===== config.mk =====
export PLATFORM = sky130hd
export DESIGN_NAME = v_issue_ctrl
export DESIGN_NICKNAME = d
export VERILOG_FILES = /design/src/rtl/v_issue_ctrl.sv
export SDC_FILE = /design/constraint.sdc
export NUM_CORES = 1
export LEC_CHECK = 0
export BUFFER_PORTS_ARGS = -buffer_cell sky130_fd_sc_hd__buf_2
export CAP_MARGIN = 30
export CORE_AREA = 2 2 65 112
export DETAILED_ROUTE_END_ITERATION = 16
export DIE_AREA = 0 0 67 114
export PLACE_DENSITY_LB_ADDON = 0.12
export SYNTH_ARGS = -nofsm -noshare
export SYNTH_HDL_FRONTEND = slang
export SYNTH_SLANG_ARGS = --single-unit

===== constraint.sdc =====
create_clock -name clk -period 2.1 [get_ports clk]
set_input_delay 0.21 -clock clk [delete_from_list [all_inputs] [get_ports clk]]
set_output_delay 0.21 -clock clk [all_outputs]
set_load 0.005 [all_outputs]

===== src/rtl/v_issue_ctrl.sv =====
// Issue controller: accepts one instruction, launches its execution unit, waits for that
// unit's done flag (with timeout), then commits and counts the retirement.
module v_issue_ctrl #(
  parameter int unsigned TIMEOUT_CYCLES = 255
) (
  input  logic        clk,
  input  logic        nrst,
  input  logic        instr_valid,
  input  logic [31:0] instr_in,
  output logic        instr_ready,
  output logic [31:0] instr_out,
  input  logic [2:0]  unit_sel,
  input  logic [5:0]  done_vec,
  output logic        start,
  output logic        wb_en,
  output logic        busy,
  input  logic        err_clr,
  output logic        timeout_err,
  output logic        illegal_err,
  output logic [15:0] retired_cnt
);

  localparam logic [15:0] TimeoutLast = 16'(TIMEOUT_CYCLES - 1);

  typedef enum logic [1:0] {StIdle, StIssue, StWait, StWb} state_e;

  state_e      state_q, state_d;
  logic [31:0] instr_q, instr_d;
  logic [2:0]  unit_q, unit_d;
  logic [15:0] wait_cnt_q, wait_cnt_d;
  logic [15:0] retired_q, retired_d;
  logic        timeout_err_q, timeout_err_d;
  logic        illegal_err_q, illegal_err_d;
  logic        unit_done;
  logic        timeout_set;
  logic        illegal_set;

  // Only the done flag of the unit captured at issue is observed.
  always_comb begin
    unit_done = 1'b0;
    case (unit_q)
      3'd1:    unit_done = done_vec[0];
      3'd2:    unit_done = done_vec[1];
      3'd3:    unit_done = done_vec[2];
      3'd4:    unit_done = done_vec[3];
      3'd5:    unit_done = done_vec[4];
      3'd6:    unit_done = done_vec[5];
      default: unit_done = 1'b0;
    endcase
  end

  always_comb begin
    state_d     = state_q;
    instr_d     = instr_q;
    unit_d      = unit_q;
    wait_cnt_d  = wait_cnt_q;
    retired_d   = retired_q;
    start       = 1'b0;
    wb_en       = 1'b0;
    timeout_set = 1'b0;
    illegal_set = 1'b0;
    case (state_q)
      StIdle: begin
        if (instr_valid) begin
          instr_d = instr_in;
          state_d = StIssue;
        end
      end
      StIssue: begin
        unit_d     = unit_sel;
        wait_cnt_d = 16'd0;
        if (unit_sel == 3'd7) begin
          illegal_set = 1'b1;
          state_d     = StIdle;
        end else if (unit_sel == 3'd0) begin
          state_d = StWb;
        end else begin
          start   = 1'b1;
          state_d = StWait;
        end
      end
      StWait: begin
        // Done takes priority over a timeout in the same cycle.
        if (unit_done) begin
          state_d = StWb;
        end else if (wait_cnt_q == TimeoutLast) begin
          timeout_set = 1'b1;
          state_d     = StIdle;
        end else begin
          wait_cnt_d = wait_cnt_q + 16'd1;
        end
      end
      StWb: begin
        wb_en     = (unit_q != 3'd6);
        retired_d = retired_q + 16'd1;
        state_d   = StIdle;
      end
      default: state_d = StIdle;
    endcase
    timeout_err_d = timeout_set | (timeout_err_q & ~err_clr);
    illegal_err_d = illegal_set | (illegal_err_q & ~err_clr);
  end

  always_ff @(posedge clk or negedge nrst) begin
    if (!nrst) begin
      state_q       <= StIdle;
      instr_q       <= 32'd0;
      unit_q        <= 3'd0;
      wait_cnt_q    <= 16'd0;
      retired_q     <= 16'd0;
      timeout_err_q <= 1'b0;
      illegal_err_q <= 1'b0;
    end else begin
      state_q       <= state_d;
      instr_q       <= instr_d;
      unit_q        <= unit_d;
      wait_cnt_q    <= wait_cnt_d;
      retired_q     <= retired_d;
      timeout_err_q <= timeout_err_d;
      illegal_err_q <= illegal_err_d;
    end
  end

  assign instr_ready = (state_q == StIdle);
  assign busy        = ~instr_ready;
  assign instr_out   = instr_q;
  assign timeout_err = timeout_err_q;
  assign illegal_err = illegal_err_q;
  assign retired_cnt = retired_q;

endmodule


==> results.rst <==
.. list-table::
   :header-rows: 1

   * - Metric
     - Value
   * - Buffers inserted by post-CTS timing repair
     - 0
   * - Fillers
     - 598
   * - Run status
     - finished clean
   * - # DRC
     - 0
   * - Layout cell share with drive strength beyond 1
     - 41.3%
   * - Synthesized instance count
     - between 200 and 300
   * - Drt pass-1 iters
     - 4
   * - Final core area utilization
     - 63.8%
   * - Routed wirelength normalized by instance count
     - 16.1 microns
   * - Die Area
     - approximately 7600 sq um
   * - Power per Cell Area
     - 1290 nW/um^2
   * - Count of input and output buffers
     - 98
   * - Initial antenna violation count
     - 0
   * - Initial Util
     - between 40% and 50%
   * - Category of the worst setup path capture point
     - flip-flop
   * - Critical path, cell by cell
     - mux2_2 -> mux4_2 -> buf_6 -> o41ai_4 -> a21oi_1
   * - Post-layout net count
     - 455
   * - Multi-input gate area
     - 1480 sq um
   * - Sequential Area
     - ~1800 sq um
   * - Hold crit path type
     - primary input to flip-flop
   * - Final setup violation count
     - 0
   * - Detailed router's first-iteration violation count
     - 160
   * - Drt total wl
     - 7970 microns
   * - Reg clk slew, reported paths
     - 0.05 ns
   * - IR Drop Worst-Case VDD
     - 0.000661 V
   * - Cell at the root of the clock tree
     - sky130_fd_sc_hd__clkbuf_16
   * - Count of endpoints failing hold in the final timing report
     - 0
   * - Cell row count
     - 40
   * - Sum of net half-perimeters after detailed placement
     - around 5900 microns
   * - Delay of the slowest cell on the worst path
     - 0.57 ns
   * - Post-synthesis sequential area ratio
     - 53.4%
   * - Setup CP Type
     - flip-flop to flip-flop
   * - GR Overflow Total
     - 0
   * - CTS tree
     - done
   * - Critical path buffers and inverters
     - 1
   * - Time the final worst path needs with I/O delays and setup
     - 2.05 ns
   * - Critical Path Fanout Max
     - 7
   * - Area overhead of the layout relative to synthesis
     - 30.6%
   * - Leak Pwr
     - 2.06 nW
   * - Max Cap Viol
     - 0
   * - Post-synth top flop
     - sky130_fd_sc_hd__dfrtp_1
   * - Global router's overall resource usage
     - a little over a fifth
   * - Largest net degree at the start of global routing
     - 51
   * - Via count of the first global-routing pass
     - 2,662
   * - Die boundary height
     - ~110 microns
   * - Relative slew slack
     - between 50 and 60%
   * - Overall via count from detail_route
     - ~2,700
   * - Netlist cell types
     - between 40 and 50
   * - Warnings, synthesis
     - 0
   * - DRT antenna net count
     - 0
   * - Synthesized area
     - 3320 sq um
   * - Crit path max-delay family
     - multiplexers
   * - Wire length of the first global-routing pass
     - 12,300 microns
   * - Unrepaired setup endpoints after global routing
     - true
   * - Sort of element at the start of the critical path
     - flip-flop
   * - Post-synth net total
     - 340
   * - Clock latency reported for the late side of the worst-skew pair
     - about 0.33 ns
   * - Clock Skew
     - 0.00407 ns
   * - Avg Cell Area, Syn
     - 11.4 sq um
   * - Sum of negative setup slack
     - 0 ns
   * - Asr flop ratio synth
     - 100%
   * - Number of vias per cell after detailed routing
     - around 5.5
   * - Final total power
     - 5.58 mW
   * - H-tree depth
     - 3
   * - Inserted Diodes
     - 0
   * - Area of the core region
     - 6810 sq um
   * - Required @ worst endpoint
     - 2.28 ns
   * - Number of I/O pins
     - 99
   * - CTS Sinks
     - just over 70
   * - Final clock period utilization by the worst path
     - 97.8%
   * - Count of flip-flops with a built-in enable after synthesis
     - 0
   * - Max-slew violation count
     - 0
   * - Global placement routability congestion
     - 0.911
   * - Horizontal extent of the die
     - 67 microns
   * - Number of clock buffers inserted by TritonCTS
     - 9
   * - Register bit total from synthesis
     - 71
   * - Slowest-stage cell, CP
     - sky130_fd_sc_hd__mux4_2
   * - Worst-Margin Slew
     - 0.659 ns
   * - CP Data Arrival Time
     - 2.23 ns
   * - Fmax
     - 487 MHz
   * - Clock buffer depth
     - 2
## synth_stat cells, types with 2 or more instances
cell	count	area share (%)
sky130_fd_sc_hd__mux4_2	2	1.4
sky130_fd_sc_hd__xnor2_1	12	3.2
sky130_fd_sc_hd__and4_1	4	1.1
sky130_fd_sc_hd__ha_1	3	1.1
sky130_fd_sc_hd__nor3_1	7	1.1
sky130_fd_sc_hd__o221ai_1	5	1.3
sky130_fd_sc_hd__a31oi_1	3	0.56
sky130_fd_sc_hd__inv_1	15	1.7
sky130_fd_sc_hd__and2_1	3	0.56
sky130_fd_sc_hd__nor2_1	6	0.68
sky130_fd_sc_hd__a21oi_1	3	0.45
sky130_fd_sc_hd__nor2b_1	4	0.75
sky130_fd_sc_hd__o21ai_0	8	1.2
sky130_fd_sc_hd__mux2i_1	8	2.4
sky130_fd_sc_hd__xor2_1	3	0.79
sky130_fd_sc_hd__mux2_2	34	12
sky130_fd_sc_hd__and3_1	5	0.94
sky130_fd_sc_hd__nand4_1	14	2.6
sky130_fd_sc_hd__nand2_1	31	3.5
sky130_fd_sc_hd__or2_2	3	0.56
sky130_fd_sc_hd__buf_2	4	0.60
sky130_fd_sc_hd__dfrtp_1	71	53
sky130_fd_sc_hd__nor4_1	3	0.56
sky130_fd_sc_hd__or4_1	2	0.45
sky130_fd_sc_hd__nand2b_1	2	0.38
sky130_fd_sc_hd__nand3_1	11	1.7
sky130_fd_sc_hd__clkbuf_1	7	0.79
sky130_fd_sc_hd__o31ai_1	2	0.45
## per-layer routing
layer / GRT usage (%) / up-vias / routed length [microns]
met2: 37.2 / 105 / 4180
met4: 10.9 / 0 / 225
met1: 24.3 / 1306 / 3130
met3: 4.83 / 20 / 444
met5: 0 / - / 0
li1: - / 1291 / -
## worst register-to-register path, delay by kind of cell (launching register included)
| kind | cells | cell delay, ns |
|---|---|---|
| AOI/OAI and AO/OA | 2 | 0.42 |
| buffers and inverters | 1 | 0.17 |
| DFF | 1 | 0.40 |
| muxes | 2 | 0.92 |
## timing repair
item,4_1_cts,5_1_grt
hold endpoints to repair,21,0
hold buffers,1,0
setup endpoints to repair,0,2
resized for setup,0,6
## state kept, by name, indices dropped and copies added (netlist names)
signal	flops
state_q	2
unit_q	3
timeout_err	1
retired_cnt	16
wait_cnt_q	16
instr_out	32
illegal_err	1
## final cells by class
| class | instances | share of cell area, % |
|---|---|---|
| clock inverters | 3 | 0.404 |
| multi-input cells | 195 | 34.0 |
| well taps | 84 | 2.42 |
| repair buffers | 115 | 15.0 |
| inverters | 15 | 1.30 |
| clock buffers | 13 | 6.00 |
| flip-flops and latches | 71 | 40.9 |
## placed cells by master, fill, tap and decap left out, drive strengths merged, types with 2 or more instances in the layout
cell | netlist | layout
clkbuf | 7 | 13
nand2 | 31 | 31
nor2b | 4 | 4
xor2 | 3 | 3
mux2 | 35 | 35
and2 | 3 | 3
nor2 | 6 | 6
clkinv | 0 | 2
buf | 4 | 114
nand3 | 11 | 11
o31ai | 2 | 2
a31oi | 3 | 3
o21ai | 9 | 9
nand2b | 2 | 2
xnor2 | 12 | 12
mux4 | 2 | 2
ha | 3 | 3
nand4 | 14 | 14
and4 | 4 | 4
mux2i | 8 | 8
o221ai | 5 | 5
and3 | 5 | 5
a21oi | 3 | 3
dfrtp | 71 | 71
or4 | 2 | 2
nor3 | 7 | 7
or2 | 3 | 3
inv | 15 | 15
nor4 | 3 | 3
## through the flow
stage | setup slack [ns] | area [sq um] | instances | hold slack (ns)
3_5_place_dp | 0.0280 | 4020 | 479 | 0.199
5_1_grt | -0.0267 | 4340 | 496 | 0.0949
4_1_cts | 0.0266 | 4310 | 496 | 0.0846
6_report | 0.0454 | 4340 | 496 | 0.0901
2_1_floorplan | 0.174 | 3320 | 292 | -0.0856
3_3_place_gp | 0.0903 | 4020 | 479 | 0.201
## final timing paths
kind / start / end / slack, ns / cells past startpoint
max: unit_q[1] / wait_cnt_q[14] / 0.05 / 5
max in group asynchronous: nrst / wait_cnt_q[1] / 1.09 / 3
max reg2reg: unit_q[1] / wait_cnt_q[14] / 0.05 / 5
min: err_clr / timeout_err / 0.09 / 2
min reg2reg: retired_cnt[15] / retired_cnt[15] / 0.46 / 1
min in group asynchronous: nrst / instr_out[1] / 0.38 / 2
## kinds of logic (layout without fill, tap and decap cells)
family	after synthesis	in the layout	share of synthesized area, %
xor gates and xnor gates	15	15	3.95
and+or+nand+nor	99	99	15.8
AOI/OAI and AO/OA	33	33	7.00
DFF	71	71	53.4
muxes	45	45	15.6
adders and majority gates	3	3	1.13
buffers and inverters	26	146	3.09
## power by group
group | internal, mW | switching, mW | total (mW)
logic | 1.07 | 0.992 | 2.07
clock network | 0.860 | 0.539 | 1.40
registers | 1.81 | 0.302 | 2.11
(Power assumes the default switching activity.)
